**config.mk**
```make
export PLATFORM = sky130hd
export DESIGN_NAME = cat_rec_apb_master
export DESIGN_NICKNAME = d
export VERILOG_FILES = /design/src/rtl/cat_rec_pkg.sv /design/src/rtl/cat_rec_apb_master.sv
export SDC_FILE = /design/constraint.sdc
export NUM_CORES = 1
export LEC_CHECK = 0
export ABC_AREA = 1
export CAP_MARGIN = 20
export CELL_PAD_IN_SITES_DETAIL_PLACEMENT = 0
export CELL_PAD_IN_SITES_GLOBAL_PLACEMENT = 1
export CORE_ASPECT_RATIO = 0.6
export CORE_MARGIN = 2
export CORE_UTILIZATION = 29
export DETAILED_ROUTE_END_ITERATION = 16
export PLACE_DENSITY = 0.91
export SLEW_MARGIN = 0
export SYNTH_ARGS = -nofsm -noshare
export SYNTH_HDL_FRONTEND = slang
export SYNTH_SLANG_ARGS = --single-unit
```
**constraint.sdc**
```tcl
create_clock -name clk -period 3.5 [get_ports clk]
set_input_delay 0.875 -clock clk [delete_from_list [all_inputs] [get_ports clk]]
set_output_delay 0.875 -clock clk [all_outputs]
set_load 0.01 [all_outputs]
```
**src/rtl/cat_rec_pkg.sv**
```systemverilog
// Shared types and register/memory map for the cat_recognizer APB space.
// The requester and the bench both import this package.
package cat_rec_pkg;

    typedef enum logic [1:0] {
        APB_IDLE   = 2'd0,
        APB_SETUP  = 2'd1,
        APB_ACCESS = 2'd2
    } apb_state_t;

    localparam int          CAT_REC_ADDR_W = 13;
    localparam logic [12:0] CTRL_ADDR      = 13'h0000;
    localparam logic [12:0] STATUS_ADDR    = 13'h0001;
    localparam logic [12:0] WEIGHT_BASE    = 13'h0010;
    localparam logic [12:0] IMAGE_BASE     = 13'h0400;

endpackage

```
**src/rtl/cat_rec_apb_master.sv**
```systemverilog
// APB3 requester for the cat_recognizer: turns a valid/ready command stream into
// single APB transfers and returns one response per command (data or timeout error).
module cat_rec_apb_master
    import cat_rec_pkg::*;
#(
    parameter int Amba_Word        = 24,
    parameter int Amba_Addr_Depth  = 13,
    parameter int Weight_precision = 5,
    parameter int Timeout_Cycles   = 16
) (
    input  logic                       clk,
    input  logic                       rst,
    input  logic                       cmd_valid,
    output logic                       cmd_ready,
    input  logic                       cmd_write,
    input  logic [Amba_Addr_Depth-1:0] cmd_addr,
    input  logic [Amba_Word-1:0]       cmd_wdata,
    output logic                       rsp_valid,
    output logic [Amba_Word-1:0]       rsp_rdata,
    output logic                       rsp_err,
    output logic [Amba_Addr_Depth-1:0] PADDR,
    output logic                       PSEL,
    output logic                       PENABLE,
    output logic                       PWRITE,
    output logic [Amba_Word-1:0]       PWDATA,
    input  logic [Amba_Word-1:0]       PRDATA,
    input  logic                       PREADY
);

    localparam int               CNT_W    = $clog2(Timeout_Cycles + 1);
    localparam logic [CNT_W-1:0] CNT_LAST = CNT_W'(Timeout_Cycles - 1);
    localparam logic [CNT_W-1:0] CNT_MAX  = CNT_W'(Timeout_Cycles);

    // Weight data arrives pre-masked by the caller, so Weight_precision only bounds legality here.
    if (Timeout_Cycles < 1 || Weight_precision < 1 || Weight_precision > Amba_Word) begin : g_param_check
        $error("cat_rec_apb_master: illegal parameter combination");
    end

    apb_state_t                 state_reg, state_next;
    logic [CNT_W-1:0]           cnt_reg, cnt_next;
    logic [Amba_Addr_Depth-1:0] paddr_reg;
    logic                       pwrite_reg;
    logic [Amba_Word-1:0]       pwdata_reg;
    logic                       rsp_valid_reg, rsp_err_reg;
    logic [Amba_Word-1:0]       rsp_rdata_reg;
    logic                       accept, complete, abort;

    assign cmd_ready = (state_reg == APB_IDLE) ||
                       (state_reg == APB_ACCESS && PREADY && cnt_reg < CNT_MAX);
    assign accept    = cmd_valid && cmd_ready;

    always_comb begin
        state_next = state_reg;
        cnt_next   = cnt_reg;
        complete   = 1'b0;
        abort      = 1'b0;
        case (state_reg)
            APB_IDLE: begin
                if (accept) begin
                    state_next = APB_SETUP;
                    cnt_next   = '0;
                end
            end
            APB_SETUP: state_next = APB_ACCESS;
            APB_ACCESS: begin
                // PREADY takes priority over the timeout boundary.
                if (PREADY) begin
                    complete = 1'b1;
                    if (accept) begin
                        state_next = APB_SETUP;
                        cnt_next   = '0;
                    end else begin
                        state_next = APB_IDLE;
                    end
                end else if (cnt_reg == CNT_LAST) begin
                    abort      = 1'b1;
                    state_next = APB_IDLE;
                end else begin
                    cnt_next = cnt_reg + 1'b1;
                end
            end
            default: state_next = APB_IDLE;
        endcase
    end

    always_ff @(posedge clk) begin
        if (rst) begin
            state_reg     <= APB_IDLE;
            cnt_reg       <= '0;
            paddr_reg     <= '0;
            pwrite_reg    <= 1'b0;
            pwdata_reg    <= '0;
            rsp_valid_reg <= 1'b0;
            rsp_err_reg   <= 1'b0;
            rsp_rdata_reg <= '0;
        end else begin
            state_reg <= state_next;
            cnt_reg   <= cnt_next;
            if (accept) begin
                paddr_reg  <= cmd_addr;
                pwrite_reg <= cmd_write;
                pwdata_reg <= cmd_write ? cmd_wdata : '0;
            end
            rsp_valid_reg <= complete || abort;
            rsp_err_reg   <= abort;
            rsp_rdata_reg <= (complete && !pwrite_reg) ? PRDATA : '0;
        end
    end

    assign PSEL      = (state_reg != APB_IDLE);
    assign PENABLE   = (state_reg == APB_ACCESS);
    assign PADDR     = paddr_reg;
    assign PWRITE    = pwrite_reg;
    assign PWDATA    = pwdata_reg;
    assign rsp_valid = rsp_valid_reg;
    assign rsp_err   = rsp_err_reg;
    assign rsp_rdata = rsp_rdata_reg;

endmodule

```
==> summary by stage <==
Outcome
The run finished with clean final reports.

Yosys
The cell area after synthesis is 2500 µm². After synthesis the netlist holds a flip-flop and latch count of 71. The Yosys step of the flow raised 0 warnings. The number of nets produced by synthesis is roughly 380. The number of distinct standard cells referenced by the synthesized netlist is 21. The synthesized area per cell is 8.15 µm². After synthesis, the largest family of logic cells by area is simple AND/OR/NAND/NOR gates. Yosys attributes the largest share of cell area to sky130_fd_sc_hd__dfxtp_1, sky130_fd_sc_hd__nand2_1, sky130_fd_sc_hd__nor2_1, sky130_fd_sc_hd__a21oi_1, sky130_fd_sc_hd__inv_1. Summing the areas of all compound-gate instances in the mapped netlist gives 10.2% of the synthesized area.

The synthesized netlist devotes around 1% of its cell area to adder and majority cells. The area share of the largest cell type after synthesis is 56.8%. For this run, the register share of the synthesized area comes to 56.8%. Among all flip-flop cells after synthesis, the most frequent one is sky130_fd_sc_hd__dfxtp_1.

Of the total synthesized cell area, the portion taken by AND, OR, NAND and NOR gates is 22.0%. The synthesized netlist devotes 0% of its cell area to XOR and XNOR gates. The synthesized design contains 0 enable-type register cells. In the synthesized netlist the async set-or-reset flop fraction comes to 0%. In the synthesized netlist, mux cells make up 0% of the area.

The most repeated cell in the gate-level netlist after synthesis is sky130_fd_sc_hd__dfxtp_1. Counting instances in the post-synthesis netlist gives the leading cell types as sky130_fd_sc_hd__dfxtp_1, sky130_fd_sc_hd__nand2_1, sky130_fd_sc_hd__nor2_1, sky130_fd_sc_hd__inv_1, sky130_fd_sc_hd__a21oi_1. The most area-hungry cell type in the Yosys netlist is sky130_fd_sc_hd__dfxtp_1. In the synthesized netlist, the number of instances is roughly 310.

GRT
The first global-routing pass estimated between 10000 and 15000 µm of wire. The via count of the first global-routing pass was 2210. The overall routing resource usage is 14.7%.

The largest net degree at the start of global routing is 43. After global routing the overflow that remains totals 0. The number of antenna violations at the first check in global routing is 0.

Layout
The layout net count is slightly above 500. 0 antenna diodes ended up in the layout. At the end of the flow the core is filled with cells to 49.4%. The share of final-layout standard cells stronger than drive strength 1 is slightly below 6%. Relative to the synthesized area, the layout overhead comes to 66.5%. The filler cell count in the final layout is between 800 and 900.

Critical path
The element type at the critical path end is an output pin. STA puts the critical path data required time at between 2000 and 3000 ps. The signal arrival time at the worst endpoint is 2120 ps. The worst setup path is launched from an input port.

The largest driver fanout on the critical path is 4. The type of the worst setup path is input port to output pin.

Timing
Hold timing on the final database bottoms out at a slack of 462 ps. The minimum clock period after layout is 2990 ps. The max-slew violation count was 0. Setup repair after global routing left no endpoint under its margin. The slew at the pin closest to its max-slew limit is 767 ps. The normalized max-slew margin is 48.7%.

For the final routed database, the setup TNS stands at 0 ps. The setup violation total in the final timing report is 0. On the final layout, the worst clock skew is 4.92 ps. Static timing analysis puts the maximum clock frequency at roughly 330 MHz. The number of failing hold endpoints at the final stage is 0. The portion of the clock cycle consumed by the worst path in the final layout is 85.5%.

Min path
In this run the worst hold path is classified as flop to flop.

Place
In this run the tool buffered the top-level ports with 132 buffer cells. After legalization and detailed placement, the total HPWL measured 4710 µm. The congestion estimate from routability-driven global placement came to 0.771.

Detailed routing
The detail-routed net length per standard cell is 11.8 µm. The final route contains 2337 vias. The first detailed-routing pass ran for 4 iterations. The first routing iteration left 90 violations. In this run the remaining antenna-violating nets after routing total 0. In the routed design, unresolved DRC markers number 0. The sum of routed wire length over all layers is roughly 6600 µm. The number of vias per cell after detailed routing is roughly 4.2.

Clock network
The count of cells resized by post-cts repair is 0. The maximum root-to-sink buffer count is 2. The number of buffers inserted for hold repair after clock tree synthesis is 0. Clock-pin slew was measured on the worst setup and hold paths at 50 ps. The CTS tree is yes. Counting the buffers created by CTS gives 9. The clock sink count is slightly above 70.

At the later pin of the worst-skew pair, clock insertion delay measures 330 ps. The clock tree synthesis step divided the H-tree into 3 levels. The root buffer cell is sky130_fd_sc_hd__clkbuf_16. The post-CTS repair timing setup buffer count is 0.

Die
The row count is 26. The floorplan die height is roughly 76 µm. The initial core utilization is 29.7%.

The placeable core area is 8430 µm². The count of pins on the block boundary is around 130. In this run the horizontal extent of the chip is 124 µm.

The die area is roughly 9400 µm².

Pwr
In this run the power density over the cells is 478 nW/µm². The cell leakage power is 1.69 nW. The worst-case vdd ir drop is 0.000305 V.

Job
The max-cap check violation count is 0.
## where the power goes
part	total (mW)	switching, mW	internal, mW
clock	0.896	0.330	0.566
combinational	0.241	0.102	0.138
sequential	0.855	0.0157	0.839
## metal layers
layer  vias to the layer above  wire length, µm  global-route usage (%)
met5                         -                0                       0
met4                         0               95                    5.39
met3                         9              806                    8.28
met2                        92             2650                    21.1
met1                      1040             3000                    18.4
li1                       1196                -                       -
## final timing paths
| check | start | to | depth (start not counted) | slack, ps |
|---|---|---|---|---|
| worst max-delay path | PREADY | cmd_ready | 4 | 510 |
| worst min-delay path | PWDATA[1] | PWDATA[1] | 2 | 460 |
| worst max register to register | state_reg[0] | rsp_rdata[16] | 5 | 1890 |
| worst min register to register | PWDATA[1] | PWDATA[1] | 2 | 460 |
## cell type report
| cell class | instances | area [µm²] | share of cell area (%) |
|---|---|---|---|
| Clock buffer | 10 | 239 | 5.74 |
| Tap cell | 112 | 140 | 3.36 |
| Inverter | 39 | 146 | 3.51 |
| Clock inverter | 6 | 60.1 | 1.44 |
| Timing Repair Buffer | 133 | 1330 | 31.9 |
| Sequential cell | 71 | 1420 | 34.1 |
| Multi-Input combinational cell | 183 | 830 | 19.9 |
## worst max-delay path, cell delays in order
cell and delay, ps:
sky130_fd_sc_hd__clkdlybuf4s50_1 510, sky130_fd_sc_hd__nand2_1 100, sky130_fd_sc_hd__nand2_4 90, sky130_fd_sc_hd__clkdlybuf4s50_1 540
## metrics by stage
step,cells,worst slack (ps),instance area [µm²],power [mW]
2_1_floorplan,307,1580,2500,0.972
3_3_place_gp,538,505,3870,1.11
3_5_place_dp,538,499,3870,1.12
4_1_cts,554,497,4170,2.03
5_1_grt,554,432,4170,2.09
6_report,554,507,4170,1.99
## cells in the final DEF (no fill, tap or decap)
cell,count
sky130_fd_sc_hd__nand3_1,1
sky130_fd_sc_hd__nand2_4,2
sky130_fd_sc_hd__clkinv_2,3
sky130_fd_sc_hd__clkinvlp_4,2
sky130_fd_sc_hd__nand2_1,65
sky130_fd_sc_hd__or2_0,1
sky130_fd_sc_hd__dfxtp_1,71
sky130_fd_sc_hd__clkbuf_16,9
sky130_fd_sc_hd__ha_1,2
sky130_fd_sc_hd__a21oi_1,31
sky130_fd_sc_hd__nor2_1,56
sky130_fd_sc_hd__nor2_8,1
sky130_fd_sc_hd__nor2_2,2
sky130_fd_sc_hd__o21ai_0,18
sky130_fd_sc_hd__nand2_8,1
sky130_fd_sc_hd__inv_1,37
sky130_fd_sc_hd__bufinv_16,1
sky130_fd_sc_hd__clkdlybuf4s50_1,132
sky130_fd_sc_hd__clkbuf_8,1
sky130_fd_sc_hd__a21oi_2,1
sky130_fd_sc_hd__inv_2,2
sky130_fd_sc_hd__nor3_1,2
sky130_fd_sc_hd__buf_4,1
## logic make-up (layout without fill, tap and decap cells)
logic type | Yosys count | count (layout)
compound gates | 50 | 50
fa+ha+maj | 2 | 2
buf+inv | 53 | 188
flops | 71 | 71
simple gates | 131 | 131
No activity file was read; power rests on OpenSTA's default activity.
